--- config.mk ---
export PLATFORM = sky130hd
export DESIGN_NAME = sm83_adr_seq_flat
export DESIGN_NICKNAME = d
export VERILOG_FILES = /design/src/rtl/sm83_adr_seq_if.sv /design/src/rtl/sm83_adr_seq.sv /design/src/flat_wrapper.sv
export SDC_FILE = /design/constraint.sdc
export NUM_CORES = 1
export LEC_CHECK = 0
export CAP_MARGIN = 20
export CORE_UTILIZATION = 47
export CTS_CLUSTER_SIZE = 28
export DETAILED_ROUTE_END_ITERATION = 16
export PLACE_DENSITY = 0.76
export SYNTH_ARGS = -nofsm -noshare
export SYNTH_HDL_FRONTEND = slang
export SYNTH_SLANG_ARGS = --single-unit
export TNS_END_PERCENT = 5
--- constraint.sdc ---
create_clock -name clk -period 4.5 [get_ports clk]
set_input_delay 0.675 -clock clk [delete_from_list [all_inputs] [get_ports clk]]
set_output_delay 0.675 -clock clk [all_outputs]
set_load 0.005 [all_outputs]
--- src/rtl/sm83_adr_seq_if.sv ---
// Command and strobe bundle between the two requesters, the sequencer and the
// SM83 address latch/incrementer unit.
interface sm83_adr_seq_if;
  logic       cpu_valid;
  logic       cpu_ready;
  logic [2:0] cpu_op;
  logic [1:0] cpu_cnt;
  logic       irq_valid;
  logic       irq_ready;
  logic [2:0] irq_op;
  logic [1:0] irq_cnt;
  logic       ctl_al_we;
  logic       ctl_al_hi_ff;
  logic       ctl_inc_dec;
  logic       ctl_inc_cy;
  logic       ctl_inc_oe;
  logic       busy;
  logic       grant;
  logic       done;

  modport master (
    output cpu_valid, cpu_op, cpu_cnt, irq_valid, irq_op, irq_cnt,
    input  cpu_ready, irq_ready, ctl_al_we, ctl_al_hi_ff, ctl_inc_dec,
           ctl_inc_cy, ctl_inc_oe, busy, grant, done
  );

  modport slave (
    input  cpu_valid, cpu_op, cpu_cnt, irq_valid, irq_op, irq_cnt,
    output cpu_ready, irq_ready, ctl_al_we, ctl_al_hi_ff, ctl_inc_dec,
           ctl_inc_cy, ctl_inc_oe, busy, grant, done
  );
endinterface

--- src/rtl/sm83_adr_seq.sv ---
// Arbitrates cpu/irq address-unit commands and expands each into 1..4 registered
// strobe steps, with starvation protection for the irq requester.
module sm83_adr_seq #(
  parameter int unsigned STARVE_MAX = 3
) (
  input  logic           clk,
  input  logic           reset,
  sm83_adr_seq_if.slave  bus
);

  typedef enum logic {IDLE, RUN} state_t;

  typedef struct packed {
    logic we;
    logic hi_ff;
    logic dec;
    logic cy;
    logic oe;
  } strobe_t;

  localparam logic [3:0] STARVE_LIM = 4'(STARVE_MAX);

  function automatic strobe_t decode(input logic [2:0] op);
    strobe_t s;
    case (op)
      3'd1:    s = 5'b10000; // LD
      3'd2:    s = 5'b11000; // LDH
      3'd3:    s = 5'b10011; // INC
      3'd4:    s = 5'b10111; // DEC
      3'd5:    s = 5'b10001; // RFSH
      default: s = 5'b00000; // NOP and reserved opcodes
    endcase
    return s;
  endfunction

  state_t     state, state_d;
  logic [1:0] remaining, remaining_d;
  logic [3:0] starve, starve_d;
  strobe_t    strobe, strobe_d;
  logic       busy_q, busy_d;
  logic       done_q, done_d;
  logic       grant_q, grant_d;

  logic accept_pt, starved, cpu_ready, irq_ready, cpu_fire, irq_fire;

  // Ready depends only on our state and the peer's valid, never on its own valid.
  assign accept_pt = (state == IDLE) || (remaining == 2'd0);
  assign starved   = (starve == STARVE_LIM);
  assign cpu_ready = !reset && accept_pt && !(bus.irq_valid && starved);
  assign irq_ready = !reset && accept_pt && !(bus.cpu_valid && !starved);
  assign cpu_fire  = bus.cpu_valid && cpu_ready;
  assign irq_fire  = bus.irq_valid && irq_ready;

  // State register (also registers every output so they are stable at negedge).
  always_ff @(posedge clk) begin
    // NOTE: sequential state uses non-blocking assignments so all registers
    // update together from pre-edge values, independent of statement order.
    if (reset) begin
      state     <= IDLE;
      remaining <= '0;
      starve    <= '0;
      strobe    <= '0;
      busy_q    <= 1'b0;
      done_q    <= 1'b0;
      grant_q   <= 1'b0;
    end else begin
      state     <= state_d;
      remaining <= remaining_d;
      starve    <= starve_d;
      strobe    <= strobe_d;
      busy_q    <= busy_d;
      done_q    <= done_d;
      grant_q   <= grant_d;
    end
  end

  // Next-state logic: load on accept, count down, else fall back to IDLE.
  always_comb begin
    // NOTE: every combinational output gets a default first so no path
    // leaves it unassigned, which would infer a latch.
    state_d     = IDLE;
    remaining_d = '0;
    starve_d    = starve;
    if (cpu_fire || irq_fire) begin
      state_d     = RUN;
      remaining_d = irq_fire ? bus.irq_cnt : bus.cpu_cnt;
    end else if (state == RUN && remaining != 2'd0) begin
      state_d     = RUN;
      remaining_d = remaining - 2'd1;
    end
    if (accept_pt) begin
      if (irq_fire || !bus.irq_valid)
        starve_d = '0;
      else if (cpu_fire && !starved)
        starve_d = starve + 4'd1;
    end
  end

  // Output logic: strobe pattern is fixed per command, captured at accept.
  always_comb begin
    strobe_d = '0;
    grant_d  = grant_q;
    if (cpu_fire || irq_fire) begin
      strobe_d = decode(irq_fire ? bus.irq_op : bus.cpu_op);
      grant_d  = irq_fire;
    end else if (state_d == RUN) begin
      strobe_d = strobe;
    end
    busy_d = (state_d == RUN);
    done_d = (state_d == RUN) && (remaining_d == 2'd0);
  end

  assign bus.cpu_ready    = cpu_ready;
  assign bus.irq_ready    = irq_ready;
  assign bus.ctl_al_we    = strobe.we;
  assign bus.ctl_al_hi_ff = strobe.hi_ff;
  assign bus.ctl_inc_dec  = strobe.dec;
  assign bus.ctl_inc_cy   = strobe.cy;
  assign bus.ctl_inc_oe   = strobe.oe;
  assign bus.busy         = busy_q;
  assign bus.grant        = grant_q;
  assign bus.done         = done_q;

endmodule
--- src/flat_wrapper.sv ---
// flat-port wrapper written by rule: the top's interface ports become plain ports
module sm83_adr_seq_flat 
#(
  parameter int unsigned STARVE_MAX = 3
)
  (clk, reset, bus_cpu_valid, bus_cpu_op, bus_cpu_cnt, bus_irq_valid, bus_irq_op, bus_irq_cnt, bus_cpu_ready, bus_irq_ready, bus_ctl_al_we, bus_ctl_al_hi_ff, bus_ctl_inc_dec, bus_ctl_inc_cy, bus_ctl_inc_oe, bus_busy, bus_grant, bus_done);
  sm83_adr_seq_if bus_i ();
  input  logic clk;
  input  logic reset;
  input wire logic [$bits(bus_i.cpu_valid)-1:0] bus_cpu_valid;
  input wire logic [$bits(bus_i.cpu_op)-1:0] bus_cpu_op;
  input wire logic [$bits(bus_i.cpu_cnt)-1:0] bus_cpu_cnt;
  input wire logic [$bits(bus_i.irq_valid)-1:0] bus_irq_valid;
  input wire logic [$bits(bus_i.irq_op)-1:0] bus_irq_op;
  input wire logic [$bits(bus_i.irq_cnt)-1:0] bus_irq_cnt;
  output wire logic [$bits(bus_i.cpu_ready)-1:0] bus_cpu_ready;
  output wire logic [$bits(bus_i.irq_ready)-1:0] bus_irq_ready;
  output wire logic [$bits(bus_i.ctl_al_we)-1:0] bus_ctl_al_we;
  output wire logic [$bits(bus_i.ctl_al_hi_ff)-1:0] bus_ctl_al_hi_ff;
  output wire logic [$bits(bus_i.ctl_inc_dec)-1:0] bus_ctl_inc_dec;
  output wire logic [$bits(bus_i.ctl_inc_cy)-1:0] bus_ctl_inc_cy;
  output wire logic [$bits(bus_i.ctl_inc_oe)-1:0] bus_ctl_inc_oe;
  output wire logic [$bits(bus_i.busy)-1:0] bus_busy;
  output wire logic [$bits(bus_i.grant)-1:0] bus_grant;
  output wire logic [$bits(bus_i.done)-1:0] bus_done;
  assign bus_i.cpu_valid = bus_cpu_valid;
  assign bus_i.cpu_op = bus_cpu_op;
  assign bus_i.cpu_cnt = bus_cpu_cnt;
  assign bus_i.irq_valid = bus_irq_valid;
  assign bus_i.irq_op = bus_irq_op;
  assign bus_i.irq_cnt = bus_irq_cnt;
  assign bus_cpu_ready = bus_i.cpu_ready;
  assign bus_irq_ready = bus_i.irq_ready;
  assign bus_ctl_al_we = bus_i.ctl_al_we;
  assign bus_ctl_al_hi_ff = bus_i.ctl_al_hi_ff;
  assign bus_ctl_inc_dec = bus_i.ctl_inc_dec;
  assign bus_ctl_inc_cy = bus_i.ctl_inc_cy;
  assign bus_ctl_inc_oe = bus_i.ctl_inc_oe;
  assign bus_busy = bus_i.busy;
  assign bus_grant = bus_i.grant;
  assign bus_done = bus_i.done;
  sm83_adr_seq #(.STARVE_MAX(STARVE_MAX)) u_core (.clk(clk), .reset(reset), .bus(bus_i));
endmodule
== After elaboration in Yosys (flattened, before gate mapping) ==
Index checks and enable logic that the tools add are counted.
Word-level totals
  register bits after elaboration: 14
Cells by class
  add/sub/neg operators: 2
  equality and inequality tests: 7
  multiplexer cells: 11
  bitwise gates (word level): 1
  reduce and logical (&&, ||, !) cells: 23
Operators by type and width (number)
  5-bit one-hot mux with 5 select lines: 1
  1-bit logical AND: 10
  5-bit 2-to-1 mux: 2
  4-bit 2-to-1 mux: 2
  3-bit by 2-bit == test with 1-bit output, second input constant: 2
  3-bit == test, second input constant: 2
  2-bit 2-to-1 mux: 3
  1-bit logical NOT: 5
  4-bit by 1-bit adder with 4-bit output, second input constant: 1
  4-bit by 2-bit == test with 1-bit output, second input constant: 1
  2-bit logical NOT: 2
  2-bit nonzero test: 2
  3-bit by 1-bit == test with 1-bit output, second input constant: 1
  1-bit logical OR: 3
  3-bit 2-to-1 mux: 1
  1-bit 2-to-1 mux: 2
  2-bit != test, second input constant: 1
  2-bit AND reduction: 1
  2-bit by 1-bit subtractor with 2-bit output, second input constant: 1
  1-bit NOT: 1

== Logic depth before layout (Yosys ltp) ==
  depth in word-level cells: 10
  mapped depth: 7

== Worst setup path after synthesis ==
OpenSTA, ideal clock, no wires.
  path kind: reg2out
  start: register u_core.remaining[0]
  end: output port bus_cpu_ready
  arrival: 1302 ps
  data required time: 3825 ps
  slack: 2523 ps
  stages on the path, launching flop included: 6
  buffers on the path: 1
  cells stage by stage: dfxtp_1 -> inv_1 -> ha_1 -> nor2b_1 -> clkbuf_1 -> a211oi_1
On the way
  word-level cells in the longest chain between the ends: 4
RTL lines
  from (decl): line sm83_adr_seq.sv:37  | logic [1:0] remaining, remaining_d;
  from (signal assigned): line sm83_adr_seq.sv:68  | remaining <= remaining_d;
  2-bit logical NOT: line sm83_adr_seq.sv:47  | assign accept_pt = (state == IDLE) || (remaining == 2'd0);
  1-bit logical OR: line sm83_adr_seq.sv:47
  1-bit logical AND (2 in series): line sm83_adr_seq.sv:49  | assign cpu_ready = !reset && accept_pt && !(bus.irq_valid && starved);
  to (decl): line flat_wrapper.sv:16  | output wire logic [$bits(bus_i.cpu_ready)-1:0] bus_cpu_ready;
No other way between the ends.

== Final worst setup path ==
  start: input port reset
  end: output port bus_irq_ready
On the way
  word-level cells in the longest chain between the ends: 3
RTL lines
  from (decl): line flat_wrapper.sv:9  | input logic reset;
  1-bit logical NOT: line sm83_adr_seq.sv:50  | assign irq_ready = !reset && accept_pt && !(bus.cpu_valid && !starved);
  1-bit logical AND (2 in series): line sm83_adr_seq.sv:50
  to (decl): line flat_wrapper.sv:17  | output wire logic [$bits(bus_i.irq_ready)-1:0] bus_irq_ready;
No other way between the ends.

==> impl_metrics.toml <==
[final_layout]
drive_gt1_share_pct = 8.66
antenna_cells = 0
nets = 144
area_growth_pct = 33.1
fin_area_sq_mm = 0.00114

[routing]
postRouteAntennaNets = 0
totalWireLength_mm = 1.96
vias = 843
drtIter0Drc = 18
first_pass_iters = 4
wl_per_cell_um = 12.9
viasPerCell = 5.55
drc = 0

[cts]
clkLatencyLatePin_ps = 290
cts_made_buffers = 3
cts_sinks = 14
postCtsSetupBuffers = 0
clock-root-buffer = "clkbuf_4"
htreeDepth = 1
clk_pin_slew_worst_paths_ps = 80
cts_buffer_depth = 2
cts.repair.resized = 0
cts_tree = "yes"
holdBufCountCts = 0

[placement]
place.gp.congestion = 0.777
dpl.hpwl_mm = 1.45
portBuffers = 23
dpl-instance-area_sq_mm = 0.00110
dp_slack_ps = 1500

[power_and_ir_drop]
p_leak_uw = 0.000403
ir_worst_vdd_mv = 0.223
powerDensity_mw_per_mm2 = 261

[grt]
grt_overflow = 0
antenna_found_initial = 0
grt_pass1_wl_mm = 3.06
grt_max_degree = 21
grt_usage_pct = 21.3
grt_pass1_vias = 734

[sta]
finalSetupTns_ps = 0
finClkSkew_ps = 4.01
setup_violations = 0
slew_violations = 0
final-hold-violation-count = 0
grt_setup_unrepaired = "false"
period_needed_ps = 3000
period_share_pct = 66.7
relSlewSlack_pct = 53.4
setup_slack_ps = 1500
tightest_slew_ps = 696
fmax_mhz = 333

[critical_path]
timing.rr.end = "u_core.bus.ctl_inc_oe"
critPathKind = "primary input to primary output"
worstSetupEndpointType = "primary output"
critPathCapture = "bus_irq_ready"
slowest_stage = "clkdlybuf4s50_1"
cpMostUsedCell = "clkdlybuf4s50_1"
path_depth = 3
arrival_ps = 2330
path_cells = "clkdlybuf4s50_1 -> a211oi_1 -> clkdlybuf4s50_1"
critPathBufInv = 2
cpLargestDelayFamily = "buffers and inverters"
ff2ff_setup_slack_ps = 2350
critPathLaunchType = "primary input"
critPathMaxStageDelay_ps = 760
reg2regPathDepth = 5
required_ps = 3830
worst-path-max-fanout = 20
r2r_start = "u_core.starve[0]"
critPathLaunch = "reset"

[floorplanning]
start_util_pct = 50.0
rows = 15
die_x_um = 44.6
die_y_um = 44.6
ioPinCount = 24
core_area_sq_mm = 0.00171
dieArea_sq_mm = 0.00199

[worst_hold_path]
min_path_type = "flip-flop to flip-flop"

[yosys]
synthTopCellsByArea = "dfxtp_1, a21oi_1, mux2i_1"
synth_cell_types = 34
yosysWarnings = 0
synth.avg_cell_area_sq_um = 8.14
async_flop_share_pct = 0
ys_seq_elements = 14
syn_area_sq_um = 855
synth_area_leader_cell = "dfxtp_1"
synth_top_area_share_pct = 32.8
synth-main-ff-cell = "dfxtp_1"
synthesis.nets = 121
ys_top_cells_by_count = "dfxtp_1, nor2_1, a21oi_1"
synth-edff-count = 0
ys_seq_area_share_pct = 32.8
synth.most_common_cell = "dfxtp_1"
synthCells = 105

[run]
cap_violations = 0

[status]
outcome = "complete, no violations"
## report_power, final
part / leakage [uW] / internal (uW) / switching [uW]
combinational: 0.000268 / 37.3 / 31.8
sequential: 0.000115 / 131 / 3.51
clock: 0.0000210 / 49.3 / 44.2
total: 0.000403 / 217 / 79.5
## area by class of cell
class / instances / area, sq um
Timing Repair Buffer: 24 / 238
Tap cell: 25 / 31.3
Sequential cell: 14 / 280
Fill cell: 151 / 571
Multi-Input combinational cell: 79 / 529
Clock buffer: 4 / 36.3
Inverter: 6 / 22.5
## logic make-up after synthesis
group	count (synthesis)	synth area share, %
flip-flops	14	32.8
buffers and inverters	12	5.27
adder cells (fa/ha/maj)	2	2.93
AO/OA/AOI/OAI	32	28.1
multiplexers	5	6.00
AND/OR/NAND/NOR	40	24.9
## state kept, by name (all words and copies together) (netlist names)
name / cells
u_core.bus.ctl_al_hi_ff: 1
u_core.bus.ctl_al_we: 1
u_core.bus.ctl_inc_cy: 1
u_core.bus.ctl_inc_dec: 1
u_core.bus.ctl_inc_oe: 1
u_core.bus.done: 1
u_core.bus.grant: 1
u_core.remaining: 2
u_core.starve: 4
u_core.state: 1
## per-stage QoR
| step | std cells | hold WS [ps] | utilization, % | power [uW] |
|---|---|---|---|---|
| global placement | 148 | 443 | 64.5 | 205 |
| CTS | 152 | 460 | 66.6 | 298 |
| detailed placement | 148 | 448 | 64.5 | 206 |
| global route | 152 | 490 | 66.6 | 312 |
| floorplan | 105 | 445 | - | 174 |
| finish | 152 | 461 | 66.6 | 297 |
## routing by layer
metal,global-route usage [%],wire (um)
met1,26.4,926
met2,34.7,916
met3,4.49,67
met4,10.9,45
met5,0,0
## layout by cell type (no fill, tap or decap), types with 2 or more instances in the layout
cell type,Yosys,final
clkdlybuf4s50_1,0,23
dfxtp_1,14,14
nor2_1,10,10
a21oi_1,9,9
nand2_1,8,8
inv_1,6,6
nor2b_1,5,5
mux2i_1,4,4
nor3_1,4,4
nor3b_1,3,3
a32o_1,3,3
o21ai_0,3,3
nand3_1,3,3
clkbuf_4,0,3
a211oi_1,2,2
o21ba_2,2,2
a31oi_1,2,2
nand3b_1,2,2
o31ai_1,2,2
o21ai_1,2,2
ha_1,2,2
## worst min-delay path: cells and delay by family (launching register included)
family             cells  cell delay [ps]
DFF                    1              320
and+or+nand+nor        1               50
AOI/OAI and AO/OA      1               50
## how the worst min path moves through the flow
stage	start	to	slack, ps	cells past startpoint
detailed placement	u_core.bus.ctl_al_hi_ff	u_core.bus.ctl_al_hi_ff	450	2
global placement	u_core.bus.ctl_inc_dec	u_core.bus.ctl_inc_dec	440	2
CTS	u_core.bus.ctl_al_hi_ff	u_core.bus.ctl_al_hi_ff	460	2
global route	u_core.bus.ctl_al_hi_ff	u_core.bus.ctl_al_hi_ff	490	2
floorplan	u_core.bus.ctl_al_hi_ff	u_core.bus.ctl_al_hi_ff	440	2
finish	u_core.bus.ctl_inc_dec	u_core.bus.ctl_inc_dec	460	2
Power figures use the tool's default switching activity.
